[config.mk]
export PLATFORM = sky130hd
export DESIGN_NAME = prod_accum_relu
export DESIGN_NICKNAME = d
export VERILOG_FILES = /design/src/rtl/prod_accum_relu.sv
export SDC_FILE = /design/constraint.sdc
export NUM_CORES = 1
export LEC_CHECK = 0
export ABC_AREA = 1
export ABC_CLOCK_PERIOD_IN_PS = 2800
export CAP_MARGIN = 25
export CORE_UTILIZATION = 33
export DETAILED_ROUTE_END_ITERATION = 7
export PLACE_DENSITY = 0.52
export SYNTH_ARGS = -nofsm -noshare
export SYNTH_HDL_FRONTEND = slang
export SYNTH_SLANG_ARGS = --single-unit
[constraint.sdc]
create_clock -name clk -period 2.8 [get_ports clk]
set_clock_uncertainty 0.2 [all_clocks]
set_input_delay 0.56 -clock clk [delete_from_list [all_inputs] [get_ports clk]]
set_output_delay 0.56 -clock clk [all_outputs]
set_load 0.005 [all_outputs]
[src/rtl/prod_accum_relu.sv]
// rtl/prod_accum_relu.sv - sums NUM_TERMS signed products, adds bias, shifts, clamps (ReLU + saturate)
module prod_accum_relu #(
  parameter int IN_WIDTH  = 13,
  parameter int NUM_TERMS = 8,
  parameter int ACC_WIDTH = 17,
  parameter int BIAS      = 16,
  parameter int SHIFT     = 4,
  parameter int OUT_WIDTH = 8
) (
  input  logic                 clk,
  input  logic                 rst_n,
  input  logic                 in_valid,
  output logic                 in_ready,
  input  logic [IN_WIDTH-1:0]  in_data,
  output logic                 out_valid,
  input  logic                 out_ready,
  output logic [OUT_WIDTH-1:0] out_data,
  output logic                 out_sat
);

  localparam int CW = $clog2(NUM_TERMS);
  // Activation arithmetic runs wide enough that both s and the clamp limit fit with sign.
  localparam int SW = ((ACC_WIDTH > OUT_WIDTH) ? ACC_WIDTH : OUT_WIDTH) + 2;
  localparam logic [CW-1:0] LAST = CW'(NUM_TERMS - 1);
  localparam logic signed [ACC_WIDTH:0] BIAS_X = $signed((ACC_WIDTH+1)'(BIAS));
  localparam logic signed [SW-1:0] MAXV = {{(SW-OUT_WIDTH){1'b0}}, {OUT_WIDTH{1'b1}}};

  typedef enum logic {
    ACC  = 1'b0,
    HOLD = 1'b1
  } state_t;

  state_t state, state_nxt;

  logic signed [ACC_WIDTH-1:0] acc;
  logic [CW-1:0]               cnt;
  logic                        accept;
  logic                        last_beat;

  logic signed [ACC_WIDTH:0]   acc_ext;
  logic signed [ACC_WIDTH:0]   in_ext;
  logic signed [ACC_WIDTH:0]   sum_beat;
  logic signed [ACC_WIDTH:0]   s;
  logic signed [SW-1:0]        s_ext;
  logic signed [SW-1:0]        r;
  logic [OUT_WIDTH-1:0]        act_data;
  logic                        act_sat;

  assign in_ready  = (state == ACC);
  assign out_valid = (state == HOLD);

  always_ff @(posedge clk or negedge rst_n) begin
    if (!rst_n) begin
      state <= ACC;
    end else begin
      state <= state_nxt;
    end
  end

  always_comb begin
    state_nxt = state;
    accept    = 1'b0;
    last_beat = 1'b0;
    case (state)
      ACC: begin
        if (in_valid) begin
          accept = 1'b1;
          if (cnt == LAST) begin
            last_beat = 1'b1;
            state_nxt = HOLD;
          end
        end
      end
      HOLD: begin
        if (out_ready) begin
          state_nxt = ACC;
        end
      end
      default: state_nxt = ACC;
    endcase
  end

  assign acc_ext  = {acc[ACC_WIDTH-1], acc};
  assign in_ext   = {{(ACC_WIDTH+1-IN_WIDTH){in_data[IN_WIDTH-1]}}, in_data};
  assign sum_beat = acc_ext + in_ext;
  assign s        = sum_beat + BIAS_X;
  assign s_ext    = {{(SW-ACC_WIDTH-1){s[ACC_WIDTH]}}, s};
  assign r        = s_ext >>> SHIFT;

  always_comb begin
    act_data = '0;
    act_sat  = 1'b0;
    if (s[ACC_WIDTH]) begin
      act_data = '0;
    end else if (r > MAXV) begin
      act_data = '1;
      act_sat  = 1'b1;
    end else begin
      act_data = r[OUT_WIDTH-1:0];
    end
  end

  // Result registers only move on the final beat, so they persist across the handshake.
  always_ff @(posedge clk or negedge rst_n) begin
    if (!rst_n) begin
      acc      <= '0;
      cnt      <= '0;
      out_data <= '0;
      out_sat  <= 1'b0;
    end else if (accept) begin
      if (last_beat) begin
        acc      <= '0;
        cnt      <= '0;
        out_data <= act_data;
        out_sat  <= act_sat;
      end else begin
        acc <= sum_beat[ACC_WIDTH-1:0];
        cnt <= cnt + CW'(1);
      end
    end
  end

endmodule

# Word-level counts from Yosys, hierarchy flattened
# Index checks and enable logic that the tools add are counted.
# Widths: inputs -> output; s select.
dict set report op_classes {
  muxes 13
  add_sub_neg 3
  reduce_logical 1
  n_eq_ne 1
  n_bitwise 1
  order_cmp 1
}
# cell count
set ops {}
lappend ops {{$add 17x13->18} 1}
lappend ops {{$add 18x6->18 const B} 1}
lappend ops {{$mux 17} 1}
lappend ops {{$mux 8} 2}
lappend ops {{$gt 14x9->1 const B} 1}
lappend ops {{$mux 1} 8}
lappend ops {{$add 3x1->3 const B} 1}
lappend ops {{$eq 3x3->1 const B} 1}
lappend ops {{$mux 3} 1}
lappend ops {{$pmux 1 s2} 1}
lappend ops {{$reduce_and 2->1} 1}
lappend ops {{$not 1->1} 1}
dict set report totals {
  inputBits 17
  output_inout_bits 11
  reg_bits 30
  wordCells 25
}

# Logic depth before layout (Yosys ltp)
dict set report logic_depth {
  depth_word 5
  mapped_depth 21
}

# Least setup slack after synthesis
# Ideal clock, no wire load.
dict set report synth_path {
  kind {in2reg}
  from {input port in_data[0]}
  to {register out_data[5]}
  setup_ns 0.116
  setup_slack_ns -0.150
  arrival_ns 2.634
  path_stages 19
  t_required_ns 2.484
  path_cell_list {ha_1 -> fa_1 -> nand3_1 -> nand3_1 -> nand2_1 -> ha_1 -> inv_1 -> nor2_2 -> inv_1 -> nor2_1 -> nand3_1 -> nand2_1 -> nand2_1 -> nor2_1 -> nand2_2 -> nand2_2 -> nand2_1 -> nand2_1 -> nand2_1}
}
dict set report synth_between {
  elab_chain_cells 5
}
# item line
set synth_lines {}
lappend synth_lines {{start: declaration} 14} ;# input logic [IN_WIDTH-1:0] in_data,
lappend synth_lines {{$add 17x13->18 *} 85} ;# assign sum_beat = acc_ext + in_ext;
lappend synth_lines {{$add 18x6->18 *} 86} ;# assign s = sum_beat + BIAS_X;
lappend synth_lines {{$gt 14x9->1} 95} ;# end else if (r > MAXV) begin
lappend synth_lines {{$mux 8} 95}
lappend synth_lines {{$mux 8 *} 93} ;# if (s[ACC_WIDTH]) begin
lappend synth_lines {{end signal: assignment} 114} ;# out_data <= act_data;
lappend synth_lines {{end: declaration} 17} ;# output logic [OUT_WIDTH-1:0] out_data,
# Every way passes the cells marked *; elsewhere a longest branch is shown, timed or not.
# A chain may end at the register's enable or synchronous reset.

# Final worst setup path
dict set report layout_path {
  from {register acc[0]}
  to {register out_data[6]}
}
dict set report layout_between {
  elab_chain_cells 5
}
# item line
set layout_lines {}
lappend layout_lines {{start: declaration} 35} ;# logic signed [ACC_WIDTH-1:0] acc;
lappend layout_lines {{start signal: assignment} 117} ;# acc <= sum_beat[ACC_WIDTH-1:0];
lappend layout_lines {{$add 17x13->18 *} 85}
lappend layout_lines {{$add 18x6->18 *} 86}
lappend layout_lines {{$gt 14x9->1} 95}
lappend layout_lines {{$mux 8} 95}
lappend layout_lines {{$mux 8 *} 93}
# Marked as above.

==> results.cfg <==
[clock_tree]
clk_latency_ns = 0.30
clkTransAtPathRegs_ns = 0.07
cts.sinks = 30
cts_tree = done
cts-hold-fix-buffers = 0
clock_path_buffers = 2
ctsRootBufferMaster = clkbuf_8
cts_made_buffers = 5
cts-htree-levels = 2

[final_layout]
drive_above_1_share_pct = 42.0
multi_input_area_sq_um = 2480
fillers = 807
fin_util_pct = 54.0
nets = 582
antenna_cells = 0
syn_to_final_growth_pct = 56.9
regArea_sq_um = 751
final_cells = 650
stdcell_area_sq_um = 4480

[synth]
synthArstFlopShare_pct = 100
yosys.area.top_type = dfrtp_1
synth_fp_nets = 479
synth_warnings = 0
syn_area_sq_um = 2860
yosysMostFrequentCell = nand2_1
synth.distinct_cells = 28
syn_avg_cell_area_sq_um = 6.48
synth_edf_count = 0
ys_seq_elements = 30
ys.flop_type = dfrtp_1
syn_inst = 441
synthTopCellsByArea = dfrtp_1 (26%), nand2_1 (21%), ha_1 (8.8%), inv_1 (7.6%), nand3_1 (6.1%)
ys_seq_area_share_pct = 26.3
synthTopCellsByCount = nand2_1 (162), inv_1 (58), nand3_1 (35)
netlist.area_leader.share_pct = 26.3

[routing]
num_vias = 3137
drt_iter0_drc = 121
ant_nets = 0
via_per_inst = 4.83
first_pass_iters = 4
route.detailed.drc = 0
routed_wl_microns = 9100
wire_per_inst_microns = 14.0

[timing]
maxSlewViolCount = 0
slew_headroom_pct = 65.7
worstMarginPinSlew_ns = 0.513
setup_viol = 5
timing.hold.ws_ns = 0.288
hold_viol_final = 0
grt_setup_unrepaired = true
fin_crit_sh_pct = 101
fmax_ghz = 0.353
fin_ws_ns = -0.0353
period_minus_slack_ns = 2.84

[worst_setup_path]
endpoint_kind = flip-flop
r2r_slack_ns = -0.04
cp_cell_sequence = ha_4, fa_2, nand2_2, nand2_4, nand3_4, nand2_4, nand2_4, nand2_4, nor2_4, inv_2, nor2_4, nand3_2, nand2_1, nand2_1, nor2_2, nand2_4, inv_2, nand2_1, nand2_1, nand2_1
path_max_fanout = 6
critPathKind = flip-flop to flip-flop
critPathBufInv = 2
slowest_stage = dfrtp_1
max_stage_delay_ns = 0.42
critPathRequiredTime_ns = 2.79
critPathTopFamily = simple AND/OR/NAND/NOR gates
worst_ep_arrival_time_ns = 2.82
start_kind = flip-flop

[power]
p_leak_nw = 2.20
peakVddDrop_mv = 0.435
power_density_nw_per_um2 = 1330
p_total_mw = 5.95

[floorplanning]
dieHeight_microns = 95.1
dieArea_sq_um = 9040
die_w_microns = 95.1
core-area_sq_um = 8300
start_util_pct = 34.4
rows = 33
io-pin-count = 28

[placed_design]
gp_congestion = 0.856
hpwl_microns = 6440
port_buffers = 27
dp.cells = 625
dpl_cell_area_sq_um = 3700

[flow_run]
maxCapViolCount = 0

[global_routing]
overflow = 0
grt_max_degree = 31
grt_pass1_vias = 3181
grtUsageTotal_pct = 21.9
antenna_found_initial = 0
grt_pass1_wl_microns = 15100

[hold_path]
hold_class = flip-flop to flip-flop

[outcome]
outcome = finished, violations left
violations = negative setup slack
==> report_power, final <==
group / internal, mW / switching, mW / leakage [nW]
Clock: 0.198 / 0.214 / 0.0472
Sequential: 0.640 / 0.177 / 0.371
Combinational: 2.12 / 2.61 / 1.78
Total: 2.96 / 3.00 / 2.20
==> layout make-up <==
type,count,share of cell area [%]
Clock inverter,2,0.279
Clock buffer,6,1.84
Sequential cell,30,16.7
Tap cell,105,2.93
Timing Repair Buffer,100,18.0
Multi-Input combinational cell,349,55.4
Inverter,58,4.86
==> sequential cells by signal, indices dropped and copies added (netlist names) <==
register and count:
cnt 3, out_valid 1, out_sat 1, out_data 8
acc 17
==> metrics by stage <==
stage                     setup TNS (ns)  setup slack [ns]
after detailed placement           -6.37            -0.719
after global routing               -1.32            -0.204
after CTS                              0           0.00126
after global placement             -6.06            -0.690
final                            -0.0985           -0.0353
after floorplan                        0            0.0188
==> path summary, 6_finish.rpt <==
| path | startpoint | end | cells after the start |
|---|---|---|---|
| worst max register to register | acc[0] | out_data[6] | 20 |
| min in group asynchronous | rst_n | acc[3] | 2 |
| worst max-delay path | acc[0] | out_data[6] | 20 |
| max in group asynchronous | rst_n | acc[16] | 2 |
| worst min register to register | out_data[7] | out_data[7] | 2 |
| worst min-delay path | out_data[7] | out_data[7] | 2 |
==> cells in the final DEF, fill, tap and decap left out, drive strengths merged <==
master,instances
nand2,182
buf,75
inv,58
nand3,45
nor2,42
dfrtp,30
o21ai,22
ha,20
clkdlybuf4s50,14
a21oi,12
dlygate4sd2,9
nand4,7
clkbuf,6
and2,3
a22o,3
xor2,3
a32o,2
or2,2
nor3,2
clkdlybuf4s15,2
a21boi,1
o21bai,1
mux2,1
fa,1
clkinvlp,1
clkinv,1
==> worst reg2reg max path: cells and delay by family, from the launching register on <==
kind                     cells  cell delay [ns]
flip-flops                   1             0.42
AND/OR/NAND/NOR             16             1.45
adder cells (fa/ha/maj)      2             0.55
buffers and inverters        2             0.14
==> kinds of logic (layout without fill, tap and decap cells) <==
kind of cell | count (synthesis) | in the layout | share of synthesized area, %
buf+inv | 62 | 166 | 8.14
flops | 30 | 30 | 26.3
simple gates | 283 | 283 | 46.3
xor+xnor | 3 | 3 | 0.920
fa+ha+maj | 21 | 21 | 9.46
mux | 1 | 1 | 0.394
compound gates | 41 | 41 | 8.49
==> repair_timing <==
item,4_1_cts,5_1_grt
setup endpoints to repair,9,9
setup buffers,12,5
pin swaps,58,23
gates resized for setup,121,28
==> layer usage <==
metal  part of all wire, %  routed length, microns  track usage, %  up-vias
li1                      -                       -               -     1618
met1                    49                    4480            29.4     1451
met2                    46                    4170            35.7       52
met3                   3.1                     286            4.07       16
met4                   1.7                     156            6.44        0
met5                     0                       0               0        -
(Power assumes the default switching activity.)
